===== src/rtl/dt_pkg.sv =====
// Shared constants for the digital-tube scan controller: register map,
// CTRL field positions, reset values and the active-low segment table.
package dt_pkg;

  localparam logic [1:0] DT_ADDR_DATA = 2'd0;
  localparam logic [1:0] DT_ADDR_CTRL = 2'd1;

  localparam int unsigned CTRL_EN_BIT = 0;
  localparam int unsigned CTRL_DP_LSB = 8;
  localparam int unsigned CTRL_DP_MSB = 15;

  localparam logic [31:0] CTRL_RESET = 32'h0000_0001;

  localparam logic [7:0] SEG_BLANK = 8'hFF;

  // Active-low {a,b,c,d,e,f,g}; dp is appended by the scan controller.
  localparam logic [6:0] SEG_HEX_0 = 7'h01;
  localparam logic [6:0] SEG_HEX_1 = 7'h4F;
  localparam logic [6:0] SEG_HEX_2 = 7'h12;
  localparam logic [6:0] SEG_HEX_3 = 7'h06;
  localparam logic [6:0] SEG_HEX_4 = 7'h4C;
  localparam logic [6:0] SEG_HEX_5 = 7'h24;
  localparam logic [6:0] SEG_HEX_6 = 7'h20;
  localparam logic [6:0] SEG_HEX_7 = 7'h0F;
  localparam logic [6:0] SEG_HEX_8 = 7'h00;
  localparam logic [6:0] SEG_HEX_9 = 7'h04;
  localparam logic [6:0] SEG_HEX_A = 7'h08;
  localparam logic [6:0] SEG_HEX_B = 7'h60;
  localparam logic [6:0] SEG_HEX_C = 7'h31;
  localparam logic [6:0] SEG_HEX_D = 7'h42;
  localparam logic [6:0] SEG_HEX_E = 7'h30;
  localparam logic [6:0] SEG_HEX_F = 7'h38;

endpackage


===== src/rtl/dt_hex_seg.sv =====
// Combinational hex nibble to active-low 7-segment decoder.
module dt_hex_seg
  import dt_pkg::*;
(
  input  logic [3:0] nibble,
  output logic [6:0] seg7
);

  // Table lookup of the segment pattern for one hex digit.
  always_comb begin
    seg7 = SEG_HEX_0;
    case (nibble)
      4'h0: seg7 = SEG_HEX_0;
      4'h1: seg7 = SEG_HEX_1;
      4'h2: seg7 = SEG_HEX_2;
      4'h3: seg7 = SEG_HEX_3;
      4'h4: seg7 = SEG_HEX_4;
      4'h5: seg7 = SEG_HEX_5;
      4'h6: seg7 = SEG_HEX_6;
      4'h7: seg7 = SEG_HEX_7;
      4'h8: seg7 = SEG_HEX_8;
      4'h9: seg7 = SEG_HEX_9;
      4'hA: seg7 = SEG_HEX_A;
      4'hB: seg7 = SEG_HEX_B;
      4'hC: seg7 = SEG_HEX_C;
      4'hD: seg7 = SEG_HEX_D;
      4'hE: seg7 = SEG_HEX_E;
      default: seg7 = SEG_HEX_F;
    endcase
  end

endmodule


===== src/rtl/dt_scan_ctrl.sv =====
// Memory-mapped 8-digit common-anode 7-segment scan controller.
// Optional build macro: DT_LEADING_ZERO_BLANK_EN blanks leading zero digits
// (digit 0 always shown).
module dt_scan_ctrl
  import dt_pkg::*;
#(
  parameter int unsigned SCAN_DIV   = 50000,
  parameter int unsigned NUM_DIGITS = 8
) (
  input  logic        clk,
  input  logic        reset,
  input  logic        we,
  input  logic [1:0]  addr,
  input  logic [31:0] wdata,
  input  logic [3:0]  be,
  output logic [31:0] rdata,
  output logic [7:0]  digit_sel,
  output logic [7:0]  seg
);

  localparam int unsigned CNT_W = (SCAN_DIV > 1) ? $clog2(SCAN_DIV) : 1;
  localparam int unsigned IDX_W = $clog2(NUM_DIGITS);
  localparam logic [CNT_W-1:0] CNT_TC  = CNT_W'(SCAN_DIV - 1);
  localparam logic [IDX_W-1:0] IDX_TOP = IDX_W'(NUM_DIGITS - 1);

  logic [31:0]      data_q;
  logic             en_q;
  logic [7:0]       dp_q;
  logic [CNT_W-1:0] scan_cnt;
  logic [IDX_W-1:0] idx;

  logic             wr_data;
  logic             wr_ctrl;
  logic             en_next;
  logic             scan_run;
  logic [3:0]       nibble;
  logic [6:0]       seg7;
  logic             lz_blank;

  assign wr_data = we && (addr == DT_ADDR_DATA);
  assign wr_ctrl = we && (addr == DT_ADDR_CTRL);

  // A CTRL write that clears EN on this edge also stops the scan on this edge.
  assign en_next  = (wr_ctrl && be[0]) ? wdata[CTRL_EN_BIT] : en_q;
  assign scan_run = en_q && en_next;

  assign nibble = data_q[{idx, 2'b00} +: 4];

  dt_hex_seg u_hex_seg (
    .nibble (nibble),
    .seg7   (seg7)
  );

  // Leading-zero detection: current nibble and every higher one are zero.
`ifdef DT_LEADING_ZERO_BLANK_EN
  assign lz_blank = (idx != '0) && ((data_q >> {idx, 2'b00}) == '0);
`else
  assign lz_blank = 1'b0;
`endif

  // Byte-enabled DATA and CTRL register writes.
  always_ff @(posedge clk) begin
    if (reset) begin
      data_q <= '0;
      en_q   <= CTRL_RESET[CTRL_EN_BIT];
      dp_q   <= CTRL_RESET[CTRL_DP_MSB:CTRL_DP_LSB];
    end else begin
      for (int unsigned i = 0; i < 4; i++) begin
        if (wr_data && be[i]) data_q[8*i +: 8] <= wdata[8*i +: 8];
      end
      if (wr_ctrl && be[0]) en_q <= wdata[CTRL_EN_BIT];
      if (wr_ctrl && be[1]) dp_q <= wdata[CTRL_DP_MSB:CTRL_DP_LSB];
    end
  end

  // Scan timer and digit pointer; both hold while the scan is stopped.
  always_ff @(posedge clk) begin
    if (reset) begin
      scan_cnt <= '0;
      idx      <= '0;
    end else if (scan_run) begin
      if (scan_cnt == CNT_TC) begin
        scan_cnt <= '0;
        idx      <= (idx == IDX_TOP) ? '0 : idx + 1'b1;
      end else begin
        scan_cnt <= scan_cnt + 1'b1;
      end
    end
  end

  // Registered tube drive, digit select and segments updated together.
  always_ff @(posedge clk) begin
    if (reset || !en_q) begin
      digit_sel <= '1;
      seg       <= SEG_BLANK;
    end else begin
      digit_sel <= ~(8'b1 << idx);
      seg       <= lz_blank ? SEG_BLANK : {~dp_q[idx], seg7};
    end
  end

  // Side-effect-free register read.
  always_comb begin
    rdata = '0;
    case (addr)
      DT_ADDR_DATA: rdata = data_q;
      DT_ADDR_CTRL: rdata = {16'h0, dp_q, 7'h0, en_q};
      default:      rdata = '0;
    endcase
  end

endmodule


===== config.mk =====
export PLATFORM = sky130hd
export DESIGN_NAME = dt_scan_ctrl
export DESIGN_NICKNAME = d
export VERILOG_FILES = /design/src/rtl/dt_pkg.sv /design/src/rtl/dt_hex_seg.sv /design/src/rtl/dt_scan_ctrl.sv
export SDC_FILE = /design/constraint.sdc
export NUM_CORES = 1
export LEC_CHECK = 0
export ABC_AREA = 1
export BUFFER_PORTS_ARGS = -buffer_cell sky130_fd_sc_hd__buf_2
export CAP_MARGIN = 30
export CORE_AREA = 2 2 97 99
export CTS_CLUSTER_DIAMETER = 80
export CTS_CLUSTER_SIZE = 8
export DETAILED_ROUTE_END_ITERATION = 8
export DIE_AREA = 0 0 99 101
export GPL_TIMING_DRIVEN = 1
export PLACE_DENSITY = 0.76
export SYNTH_ARGS = -nofsm -noshare
export SYNTH_HDL_FRONTEND = slang
export SYNTH_SLANG_ARGS = --single-unit
export TNS_END_PERCENT = 50

===== constraint.sdc =====
create_clock -name clk -period 4.4 [get_ports clk]
set_input_delay 0 -clock clk [delete_from_list [all_inputs] [get_ports clk]]
set_output_delay 0 -clock clk [all_outputs]
set_load 0.02 [all_outputs]

==> results of run 1 <==
==> registers in the layout, summed over array words and instances, names as in the netlist <==
name       flops
data_q        32
scan_cnt      16
digit_sel      8
dp_q           8
seg            8
idx            3
en_q           1
==> cell families after synthesis <==
logic type | after synthesis | share of synthesized area, %
AND/OR/NAND/NOR | 247 | 28.7
AO/OA/AOI/OAI | 122 | 16.6
buffers and inverters | 100 | 11.4
flip-flops | 76 | 38.8
XOR/XNOR | 2 | 0.446
adder cells (fa/ha/maj) | 13 | 4.14
==> layout make-up <==
class                   instances  area share, %
multi-input cells             384           40.0
clock inverters                 7           1.07
well taps                     111           2.84
inverters                      77           5.96
repair buffers                123           16.5
flip-flops and latches         76           31.1
clock buffers                   9           2.53
==> worst min path at each step <==
stage	from	end	slack, ns	cells after the start
after global routing	be[2]	data_q[18]	0.25	3
after global placement	wdata[4]	data_q[4]	0.28	3
after detailed placement	wdata[29]	data_q[29]	0.29	3
final	be[2]	data_q[18]	0.21	3
after floorplan	wdata[0]	en_q	0.19	2
after CTS	be[2]	data_q[18]	0.19	3
==> layout by cell type (no fill, tap or decap), drive strengths merged <==
cell           n
nand4          8
dlygate4sd3   34
a21oi         55
nor3           3
clkbuf         9
buf           89
xor2           2
o21bai         2
dfxtp         76
o22ai          9
inv           77
clkinvlp       4
o211ai         5
o21ai         50
a22oi          1
nand2        114
or2            2
ha            13
clkinv         3
nand3         49
nand3b         1
nor2          69
and3           1
==> per-stage QoR <==
step	worst slack, ns	cells
after floorplan	2.74	560
after global placement	2.12	736
after detailed placement	2.05	737
after CTS	2.03	787
after global routing	1.71	787
final	1.97	787
==> layer usage <==
metal | wire length, microns | track usage, % | part of all wire [%]
met4 | 280 | 9.69 | 2.7
met5 | 0 | 0 | 0
met1 | 4460 | 26.3 | 42
met2 | 5150 | 36.2 | 49
met3 | 605 | 3.74 | 5.8
==> cells in the mapped netlist, drive strengths merged <==
cell    instances
a21oi          55
or2             2
nor3            3
inv            76
a22oi           1
dfxtp          76
xor2            2
clkinv          1
o22ai           9
nand3          49
ha             13
o211ai          5
o21bai          2
nand3b          1
buf            14
clkbuf          9
nand2         114
nand4           8
o21ai          50
and3            1
nor2           69
==> report_power, final <==
group	switching (mW)	internal, mW
clock network	0.278	0.206
registers	0.00759	0.709
logic	0.0986	0.0697
==> critical path: cells and delay by family, from the launching register on <==
kind / cells / cell delay (ns)
flops: 1 / 0.99
simple gates: 8 / 0.78
fa+ha+maj: 1 / 0.32
buf+inv: 1 / 0.22
==> repair_timing <==
action	in CTS	in global routing
hold endpoints to repair	46	0
hold buffers	34	0
endpoints found under the setup margin	0	0
==> metrics.log, run 1 <==
[metrics] run status: completed
[metrics] final worst clock skew: 0.0121 ns
[metrics] via count: 4047
[metrics] Crit path largest cell delay: 0.99 ns
[metrics] largest net degree at the start of global routing: 39
[metrics] Num CTS Buffers: 9
[metrics] via-per-instance ratio: roughly 5
[metrics] Achievable Freq: about 410 MHz
[metrics] class of the most critical setup path: reg2reg
[metrics] cell at the root of the clock tree: clkbuf_8
[metrics] critical path capture point: seg[5]
[metrics] total count of hold-check failures in the final report: 0
[metrics] Max clock buf depth: 2
[metrics] Avg Inst Size Synth: between 7 and 8 sq um
[metrics] Data arrival, critical path: roughly 2.7 ns
[metrics] starting utilization of the core area: between 40 and 50%
[metrics] total die area: between 9000 and 10000 sq um
[metrics] count of mapped cells out of synthesis: 560
[metrics] Detailed Route WL: roughly 11000 microns
[metrics] standard cell with the maximum stage delay on the critical path: dfxtp_1
[metrics] largest fanout of any net on the critical path: 29
[metrics] antenna violations before repair: 0
[metrics] count of TritonRoute iterations in the first routing pass: 5
[metrics] clock tree from TritonCTS: yes
[metrics] worst r2r path cells: 10
[metrics] Worst slew margin: 33.3%
[metrics] final number of max-transition violations: 0
[metrics] reported leakage power: 2.13 nW
[metrics] initial DRC count: about 330
[metrics] # DRC: 0
[metrics] worst slew pin tran: 1.00 ns
[metrics] Final Net Count: between 700 and 800
[metrics] Pwr per Cell Area: around 280 nW/um^2
[metrics] post-detailed-route wirelength per cell: ~13 microns
[metrics] ratio of final minimum period to clock period: 55.1%
[metrics] Rows: 35
[metrics] Total Neg Setup Slack: 0 ns
[metrics] count of warnings emitted by yosys: 0
[metrics] number of post-CTS setup repair buffers: 0
[metrics] register area share after synthesis: 38.8%
[metrics] synthesis-to-layout area growth: 24.7%
[metrics] number of levels the H-tree was split into: 3
[metrics] start point of the critical path: idx[0]
[metrics] synth unique cells: 38
[metrics] required time of the critical path: 4.65 ns
[metrics] synthesized flop and latch total: between 70 and 80
[metrics] Max Cap Violations: 0
[metrics] fillcell total: about 800
[metrics] vertical extent of the die: ~100 microns
[metrics] Final setup violation count: 0
[metrics] worst hold path class: in2reg
[metrics] unrepaired setup endpoints after global routing: no
[metrics] placed wire-length estimate after detailed placement: between 7000 and 8000 microns
[metrics] sinks on the clock net: 76
[metrics] worst slack on hold paths: 0.210 ns
[metrics] combined flip-flop and latch cell area: between 1500 and 2000 sq um
[metrics] netlist area before placement: 3930 sq um
[metrics] diode count: 0
[metrics] cell type with the highest aggregate area in the netlist: dfxtp_1
[metrics] global-route wire length before repair: ~17000 microns
[metrics] Final Wtd Congestion: 0.917
[metrics] insertion delay of the later-clocked pin in the worst-skew pair: 0.36 ns
[metrics] area of the core: approximately 9000 sq um
[metrics] layout cells sized above 1: around a fifth
[metrics] endpoint of the worst-slack reg-to-reg timing path: seg[5]
[metrics] post-detailed-placement cell area: ~4400 sq um
[metrics] post-layout minimum cycle time: ~2.4 ns
[metrics] crit start category: register
[metrics] number of routed nets with antenna violations: 0
[metrics] width of the chip: roughly 100 microns
[metrics] clock-pin slew of the registers on the worst-case setup and hold paths: 0.09 ns
[metrics] count of port buffers added during placement: 88
[metrics] area occupied by multi-input gates: 1960 sq um
[metrics] total global routing overflow: 0
[metrics] Layout Utilization: a little over half
[metrics] total design power: about 1.4 mW
[metrics] share of the synthesized area in the top cell type: about two fifths
[metrics] I/O pin cnt: just under 90
[metrics] register-to-register setup slack: 1.97 ns
[metrics] cells taking the most area after synthesis: dfxtp_1, nand2_1, a21oi_1, inv_1, nand3_1
[metrics] global-route total usage across every layer: approximately a fifth
[metrics] Syn Nets: approximately 600
[metrics] endpoint kind of the worst setup timing path: register
[metrics] critical path cell sequence: inv_4 > nand2_1 > nand3_1 > nand3_1 > nand2_1 > ha_1 > nand3_1 > nor2_1 > nor2_1 > nand2_1
[metrics] final std cell area, no fill: slightly below 5000 sq um
[metrics] count of instances resized after the clock tree is built: 0
[metrics] reg-to-reg critical path startpoint: idx[0]
[metrics] vias in the first global route: around 3700
[metrics] largest vdd supply drop: about 0.12 mV
Note: power is estimated with default switching activity, not from simulation.
==> run 2: changes to the inputs <==
ABC_AREA = 0   (was 1)
CORE_AREA = 2 2 95 97   (was 2 2 97 99)
DIE_AREA = 0 0 97 99   (was 0 0 99 101)
PLACE_DENSITY = 0.79   (was 0.76)
clock period = 2.2 ns   (was 4.4 ns; I/O delays follow)
==> metrics.log, run 2 <==
[metrics] total design power: 2.61 mW (was 1.37 mW)
[metrics] combined flip-flop and latch cell area: 1530 sq um (was 1520 sq um)
[metrics] global-route wire length before repair: 15700 microns (was 17200 microns)
[metrics] clock tree from TritonCTS: yes (unchanged)
[metrics] Avg Inst Size Synth: 8.86 sq um (was 7.01 sq um)
[metrics] start point of the critical path: idx[1] (was idx[0])
[metrics] synthesis-to-layout area growth: 27.0% (was 24.7%)
[metrics] Worst slew margin: 65.6% (was 33.3%)
[metrics] total count of hold-check failures in the final report: 0 (unchanged)
[metrics] endpoint kind of the worst setup timing path: register (unchanged)
[metrics] Rows: 34 (was 35)
[metrics] I/O pin cnt: 89 (unchanged)
[metrics] via-per-instance ratio: 5.21 (was 5.14)
[metrics] sinks on the clock net: 76 (unchanged)
[metrics] Final setup violation count: 0 (unchanged)
[metrics] Detailed Route WL: 9560 microns (was 10500 microns)
[metrics] initial DRC count: 210 (was 327)
[metrics] reg-to-reg critical path startpoint: idx[1] (was idx[0])
[metrics] Top delay family on crit path: multiplexers (was flip-flops)
[metrics] diode count: 0 (unchanged)
[metrics] count of mapped cells out of synthesis: 424 (was 560)
[metrics] global-route total usage across every layer: 20.2% (was 21.3%)
[metrics] switching power share of the total: 25.8% (was 28.0%)
[metrics] largest fanout of any net on the critical path: 8 (was 29)
[metrics] synth unique cells: 51 (was 38)
[metrics] EDFF count, synth: 0 (unchanged)
[metrics] power share of the sequential group: 54.9% (was 52.4%)
[metrics] antenna violations before repair: 0 (unchanged)
[metrics] relative contribution of combinational cells to total power: 10.7% (was 12.3%)
[metrics] clock-pin slew of the registers on the worst-case setup and hold paths: 0.08 ns (was 0.09 ns)
[metrics] Achievable Freq: 492 MHz (was 412 MHz)
[metrics] critical path cell sequence: mux4_1 > mux2i_4 > buf_4 > mux2i_1 > o221ai_1 (was inv_4 > nand2_1 > nand3_1 > nand3_1 > nand2_1 > ha_1 > nand3_1 > nor2_1 > nor2_1 > nand2_1)
[metrics] cells taking the most area after synthesis: dfxtp_1, nand2_1, mux2i_1, a21oi_1, ha_1 (was dfxtp_1, nand2_1, a21oi_1, inv_1, nand3_1)
[metrics] ratio of final minimum period to clock period: 92.3% (was 55.1%)
[metrics] register area share after synthesis: 40.5% (was 38.8%)
[metrics] Most used DFF post-synth: dfxtp_1 (unchanged)
[metrics] fillcell total: 741 (was 802)
[metrics] final number of max-transition violations: 0 (unchanged)
[metrics] Crit path largest cell delay: 0.62 ns (was 0.99 ns)
[metrics] most common cell after layout, fill and taps aside: buf_2 (was nand2_1)
[metrics] Num CTS Buffers: 9 (unchanged)
[metrics] most used cells in the layout excluding fill and tap cells: buf_2, nand2_1, dfxtp_1, nor2_1, a21oi_1 (was nand2_1, buf_2, dfxtp_1, inv_1, nor2_1)
[metrics] Total Neg Setup Slack: 0 ns (unchanged)
[metrics] Final Wtd Congestion: 0.869 (was 0.917)
[metrics] number of flip-flops in the largest register: 32 (unchanged)
[metrics] area occupied by multi-input gates: 2080 sq um (was 1960 sq um)
[metrics] reported leakage power: 2.00 nW (was 2.13 nW)
[metrics] width of the chip: 97 microns (was 99 microns)
[metrics] Max clock buf depth: 2 (unchanged)
[metrics] Data arrival, critical path: 2.24 ns (was 2.68 ns)
[metrics] synthesized flop and latch total: 76 (unchanged)
[metrics] clock network power share: 34.4% (was 35.3%)
[metrics] Min-Delay Startpoint: wdata[0] (was be[2])
[metrics] Biggest register: data_q (unchanged)
[metrics] worst hold path class: in2reg (unchanged)
[metrics] Final Net Count: 596 (was 725)
[metrics] vertical extent of the die: 99 microns (was 101 microns)
[metrics] # DRC: 0 (unchanged)
[metrics] largest vdd supply drop: 0.280 mV (was 0.122 mV)
[metrics] Max Cap Violations: 0 (unchanged)
[metrics] class of the most critical setup path: reg2reg (unchanged)
[metrics] Async S/R FF share, synth: 0% (unchanged)
[metrics] via count: 3406 (was 4047)
[metrics] Syn Nets: 478 (was 614)
[metrics] switching component of the power: 0.674 mW (was 0.384 mW)
[metrics] post-layout minimum cycle time: 2.03 ns (was 2.43 ns)
[metrics] vias in the first global route: 3234 (was 3727)
[metrics] crit start category: register (unchanged)
[metrics] run status: completed (unchanged)
[metrics] largest net degree at the start of global routing: 50 (was 39)
[metrics] Layout Utilization: 55.8% (was 54.5%)
[metrics] required time of the critical path: 2.41 ns (was 4.65 ns)
[metrics] count of port buffers added during placement: 88 (unchanged)
[metrics] layout cells sized above 1: 24.4% (was 19.5%)
[metrics] cell at the root of the clock tree: clkbuf_8 (unchanged)
[metrics] Pwr per Cell Area: 547 nW/um^2 (was 280 nW/um^2)
[metrics] leading registers by flop count: data_q: 32 flops, scan_cnt: 16 flops (unchanged)
[metrics] post-detailed-route wirelength per cell: 14.6 microns (was 13.3 microns)
[metrics] count of warnings emitted by yosys: 0 (unchanged)
[metrics] cell types with the highest counts after synthesis: nand2_1, dfxtp_1, nor2_1, a21oi_1, mux2i_1 (was nand2_1, dfxtp_1, inv_1, nor2_1, a21oi_1)
[metrics] starting utilization of the core area: 43.9% (was 43.7%)
[metrics] standard cell with the maximum stage delay on the critical path: mux4_1 (was dfxtp_1)
[metrics] worst slew pin tran: 0.515 ns (was 1.00 ns)
[metrics] number of routed nets with antenna violations: 0 (unchanged)
[metrics] count of TritonRoute iterations in the first routing pass: 5 (unchanged)
[metrics] Power Internal: 1.94 mW (was 0.985 mW)
[metrics] area of the core: 8550 sq um (was 8980 sq um)
[metrics] cell type with the highest aggregate area in the netlist: dfxtp_1 (unchanged)
[metrics] most frequent cell after synthesis: nand2_1 (unchanged)
[metrics] insertion delay of the later-clocked pin in the worst-skew pair: 0.35 ns (was 0.36 ns)
[metrics] final worst clock skew: 0.00709 ns (was 0.0121 ns)
[metrics] netlist area before placement: 3760 sq um (was 3930 sq um)
[metrics] total die area: 9600 sq um (was 10000 sq um)
[metrics] share of the synthesized area in the top cell type: 40.5% (was 38.8%)
[metrics] number of levels the H-tree was split into: 3 (unchanged)
[metrics] placed wire-length estimate after detailed placement: 6860 microns (was 7380 microns)
[metrics] unrepaired setup endpoints after global routing: no (unchanged)
[metrics] total global routing overflow: 0 (unchanged)
[metrics] number of buffers and inverters on the critical path: 1 (unchanged)
[metrics] worst slack on hold paths: 0.0372 ns (was 0.210 ns)
## run 2: changes by cell type in the layout (fill, tap and decap cells not counted), moves of 24 or more
cell     before  now
inv_1        71    7
nand3_1      47   10
mux2i_1       0   27
and2_1        0   24
o21ai_0      45    2
## run 2: area by class of cell
cell class,instances,area share (%)
Multi-Input combinational cell,315,43.5
Sequential cell,76,32.0
Clock inverter,5,0.629
Inverter,9,0.708
Tap cell,108,2.83
Clock buffer,10,2.67
Timing Repair Buffer,131,17.7
## run 2: layer usage
metal  share of wire, %  GRT usage, %  vias to the layer above
met5                  0             0                        -
met4                2.2          8.13                        0
met3                6.8          4.11                       21
met2                 47          33.2                      130
met1                 44          26.2                     1581
li1                   -             -                     1674
## run 2: final timing paths
path	endpoint	slack (ns)	depth (start not counted)
worst max register to register	seg[0]	0.17	5
worst min-delay path	data_q[0]	0.04	3
worst min register to register	data_q[11]	0.47	2
worst max-delay path	seg[0]	0.17	5
## run 2: kinds of logic (layout without fill, tap and decap cells)
logic type      after synthesis  count (layout)  share of synthesized area, %
compound gates               54              54                          9.16
xor+xnor                     13              13                          3.03
fa+ha+maj                    13              13                          4.33
buf+inv                      33             155                          4.33
flops                        76              76                          40.5
mux                          39              39                          14.0
simple gates                196             196                          24.7
## run 2: repair_timing
action	CTS	global route
setup endpoints to repair	2	2
gates resized for setup	1	3
buffers inserted	0	0
endpoints found under the hold margin	43	0
hold buffers	32	0
## run 2: through the flow
stage,setup slack [ns],cells,cell area (sq um)
finish,0.169,654,4770
global route,0.0300,654,4770
CTS,0.0938,654,4770
detailed placement,-0.00421,607,4290
global placement,0.107,607,4290
floorplan,0.102,424,3760
## run 2: worst reg2reg max path: stages, from the launching register on
cell and delay (ns):
dfxtp_2 0.40, mux4_1 0.62, mux2i_4 0.30, buf_4 0.22, mux2i_1 0.21, o221ai_1 0.15
## run 2: power by group through the flow
| stage | Clock (mW) | Sequential [mW] | Combinational [mW] |
|---|---|---|---|
| floorplan | 0 | 1.47 | 0.129 |
| global placement | 0 | 1.46 | 0.225 |
| detailed placement | 0 | 1.47 | 0.231 |
| CTS | 0.909 | 1.43 | 0.275 |
| global route | 0.962 | 1.44 | 0.305 |
| finish | 0.898 | 1.43 | 0.279 |
==> run 3: changes to the inputs <==
ABC_AREA = 1   (was 0)
CORE_AREA = 2 2 97 99   (was 2 2 95 97)
DIE_AREA = 0 0 99 101   (was 0 0 97 99)
==> metrics.log, run 3 (synthesis gave the netlist of run 1 again) <==
[metrics] Min-Delay Startpoint: be[0] (was wdata[0])
[metrics] layout cells sized above 1: 19.9% (was 24.4%)
[metrics] global-route total usage across every layer: 21.5% (was 20.2%)
[metrics] post-route worst setup slack: 0.290 ns (was 0.169 ns)
[metrics] endpoint of the worst-slack reg-to-reg timing path: seg[3] (was seg[0])
[metrics] reg-to-reg critical path startpoint: idx[0] (was idx[1])
[metrics] Achievable Freq: 523 MHz (was 492 MHz)
[metrics] area of the core: 8980 sq um (was 8550 sq um)
[metrics] most common cell after layout, fill and taps aside: nand2_1 (was buf_2)
[metrics] largest vdd supply drop: 0.316 mV (was 0.280 mV)
[metrics] Final Net Count: 729 (was 596)
[metrics] reported leakage power: 2.18 nW (was 2.00 nW)
[metrics] Detailed Route WL: 10500 microns (was 9560 microns)
[metrics] worst-case hold path end point: en_q (was data_q[0])
[metrics] crit start category: register (unchanged)
[metrics] I/O pin cnt: 89 (unchanged)
[metrics] area occupied by multi-input gates: 1960 sq um (was 2080 sq um)
[metrics] post-layout minimum cycle time: 1.91 ns (was 2.03 ns)
[metrics] antenna violations before repair: 0 (unchanged)
[metrics] total die area: 10000 sq um (was 9600 sq um)
[metrics] final number of max-transition violations: 0 (unchanged)
[metrics] initial DRC count: 343 (was 210)
[metrics] unrepaired setup endpoints after global routing: no (unchanged)
[metrics] count of TritonRoute iterations in the first routing pass: 6 (was 5)
[metrics] post-detailed-route wirelength per cell: 13.3 microns (was 14.6 microns)
[metrics] sinks on the clock net: 76 (unchanged)
[metrics] Top cell by count, worst path: nand2_1
[metrics] starting utilization of the core area: 43.7% (was 43.9%)
[metrics] count of port buffers added during placement: 88 (unchanged)
[metrics] required time of the critical path: 2.44 ns (was 2.41 ns)
[metrics] final worst clock skew: 0.00969 ns (was 0.00709 ns)
[metrics] register-to-register setup slack: 0.29 ns (was 0.17 ns)
[metrics] # DRC: 0 (unchanged)
[metrics] clock-pin slew of the registers on the worst-case setup and hold paths: 0.08 ns (about the same)
[metrics] worst slew pin tran: 0.550 ns (was 0.515 ns)
[metrics] worst slack at placement: 0.323 ns (was -0.00421 ns)
[metrics] post-detailed-placement cell area: 4390 sq um (was 4290 sq um)
[metrics] via count: 4110 (was 3406)
[metrics] Data arrival, critical path: 2.15 ns (was 2.24 ns)
[metrics] standard cell with the maximum stage delay on the critical path: dfxtp_1 (was mux4_1)
[metrics] Hold Path Cell Cnt: 3 (unchanged)
[metrics] diode count: 0 (unchanged)
[metrics] global-route wire length before repair: 17300 microns (was 15700 microns)
[metrics] fillcell total: 793 (was 741)
[metrics] number of flip-flops in the largest register: 32 (unchanged)
[metrics] clock tree from TritonCTS: yes (unchanged)
[metrics] Final Wtd Congestion: 0.875 (was 0.869)
[metrics] total global routing overflow: 0 (unchanged)
[metrics] insertion delay of the later-clocked pin in the worst-skew pair: 0.35 ns (about the same)
[metrics] vias in the first global route: 3853 (was 3234)
[metrics] placed wire-length estimate after detailed placement: 7340 microns (was 6860 microns)
[metrics] run status: completed (unchanged)
[metrics] Max Cap Violations: 0 (unchanged)
[metrics] number of levels the H-tree was split into: 3 (unchanged)
[metrics] total count of hold-check failures in the final report: 0 (unchanged)
[metrics] Num CTS Buffers: 9 (unchanged)
[metrics] combined flip-flop and latch cell area: 1520 sq um (was 1530 sq um)
[metrics] cell at the root of the clock tree: clkbuf_8 (unchanged)
[metrics] Max clock buf depth: 2 (unchanged)
[metrics] final std cell area, no fill: 4950 sq um (was 4770 sq um)
[metrics] ratio of final minimum period to clock period: 86.8% (was 92.3%)
[metrics] critical path cell sequence: buf_4 > nand2_1 > nand3_1 > nand2_1 > o21ai_2 > inv_1 > ha_1 > nand3_1 > nand2_1 > nand2_1 > nand3_1 (was mux4_1 > mux2i_4 > buf_4 > mux2i_1 > o221ai_1)
[metrics] largest net degree at the start of global routing: 45 (was 50)
[metrics] Crit path largest cell delay: 0.41 ns (was 0.62 ns)
[metrics] Biggest register: data_q (unchanged)
[metrics] leading registers by flop count: data_q: 32 flops, scan_cnt: 16 flops (unchanged)
[metrics] endpoint kind of the worst setup timing path: register (unchanged)
[metrics] worst r2r path cells: 11 (was 5)
[metrics] vertical extent of the die: 101 microns (was 99 microns)
[metrics] worst hold path class: in2reg (unchanged)
[metrics] via-per-instance ratio: 5.20 (was 5.21)
[metrics] largest fanout of any net on the critical path: 20 (was 8)
[metrics] Rows: 35 (was 34)
[metrics] Final setup violation count: 0 (unchanged)
[metrics] class of the most critical setup path: reg2reg (unchanged)
[metrics] number of routed nets with antenna violations: 0 (unchanged)
[metrics] Worst slew margin: 63.2% (was 65.6%)
[metrics] total design power: 2.97 mW (was 2.61 mW)
[metrics] most used cells in the layout excluding fill and tap cells: nand2_1, buf_2, dfxtp_1, inv_1, nor2_1 (was buf_2, nand2_1, dfxtp_1, nor2_1, a21oi_1)
[metrics] worst slack on hold paths: 0.00882 ns (was 0.0372 ns)
[metrics] synthesis-to-layout area growth: 26.1% (was 27.0%)
[metrics] number of post-CTS setup repair buffers: 0 (unchanged)
[metrics] Pwr per Cell Area: 599 nW/um^2 (was 547 nW/um^2)
[metrics] width of the chip: 99 microns (was 97 microns)
[metrics] Total Neg Setup Slack: 0 ns (unchanged)
## run 3: cell count changes in the layout (fill, tap and decap cells not counted), moves of 9 or more
cell and delta:
inv_1 +64, nand2_1 +20, nor2_1 +19, mux2i_1 -27
nand3_1 +37, o22ai_1 +9, o21ai_0 +43, a21oi_1 +20
and2_1 -24
## run 3: worst max path at each step
stage,from,endpoint,cells past startpoint
5_1_grt,idx[0],seg[1],11
6_report,idx[0],seg[3],11
2_1_floorplan,idx[0],seg[4],11
3_3_place_gp,idx[0],seg[3],11
3_5_place_dp,idx[0],seg[3],11
4_1_cts,idx[0],seg[3],11
## run 3: per-stage QoR
step,std cells,utilization [%]
3_5_place_dp,741,48.9
5_1_grt,790,55.1
3_3_place_gp,741,48.9
6_report,790,55.1
4_1_cts,790,55.1
2_1_floorplan,560,-
## run 3: repair_timing
action,in CTS,in global routing
hold buffers,34,0
endpoints found under the hold margin,42,0
gates resized for setup,0,0
## run 3: routing by layer
| layer | GRT usage, % | vias up | wire length (microns) |
|---|---|---|---|
| li1 | - | 2038 | - |
| met1 | 26.0 | 1845 | 4420 |
| met2 | 35.8 | 193 | 4970 |
| met3 | 5.76 | 34 | 752 |
| met4 | 9.59 | 0 | 371 |
| met5 | 0 | - | 0 |
## run 3: area by class of cell
type	instances	share of cell area, %
repair buffers	127	16.5
clock buffers	11	3.06
clock inverters	4	1.47
flip-flops and latches	76	30.7
well taps	111	2.81
inverters	77	5.89
multi-input cells	384	39.5
## run 3: worst max-delay path, delay by kind of cell, from the launching register on
kind / cells / cell delay (ns)
AO/OA/AOI/OAI: 1 / 0.25
adder cells (fa/ha/maj): 1 / 0.22
buffers and inverters: 2 / 0.39
flip-flops: 1 / 0.41
AND/OR/NAND/NOR: 7 / 0.53
## run 3: power by group
| group | internal [mW] | switching (mW) | total (mW) |
|---|---|---|---|
| registers | 1.42 | 0.0161 | 1.44 |
| logic | 0.137 | 0.197 | 0.334 |
| clock network | 0.693 | 0.506 | 1.20 |
| total | 2.25 | 0.719 | 2.97 |
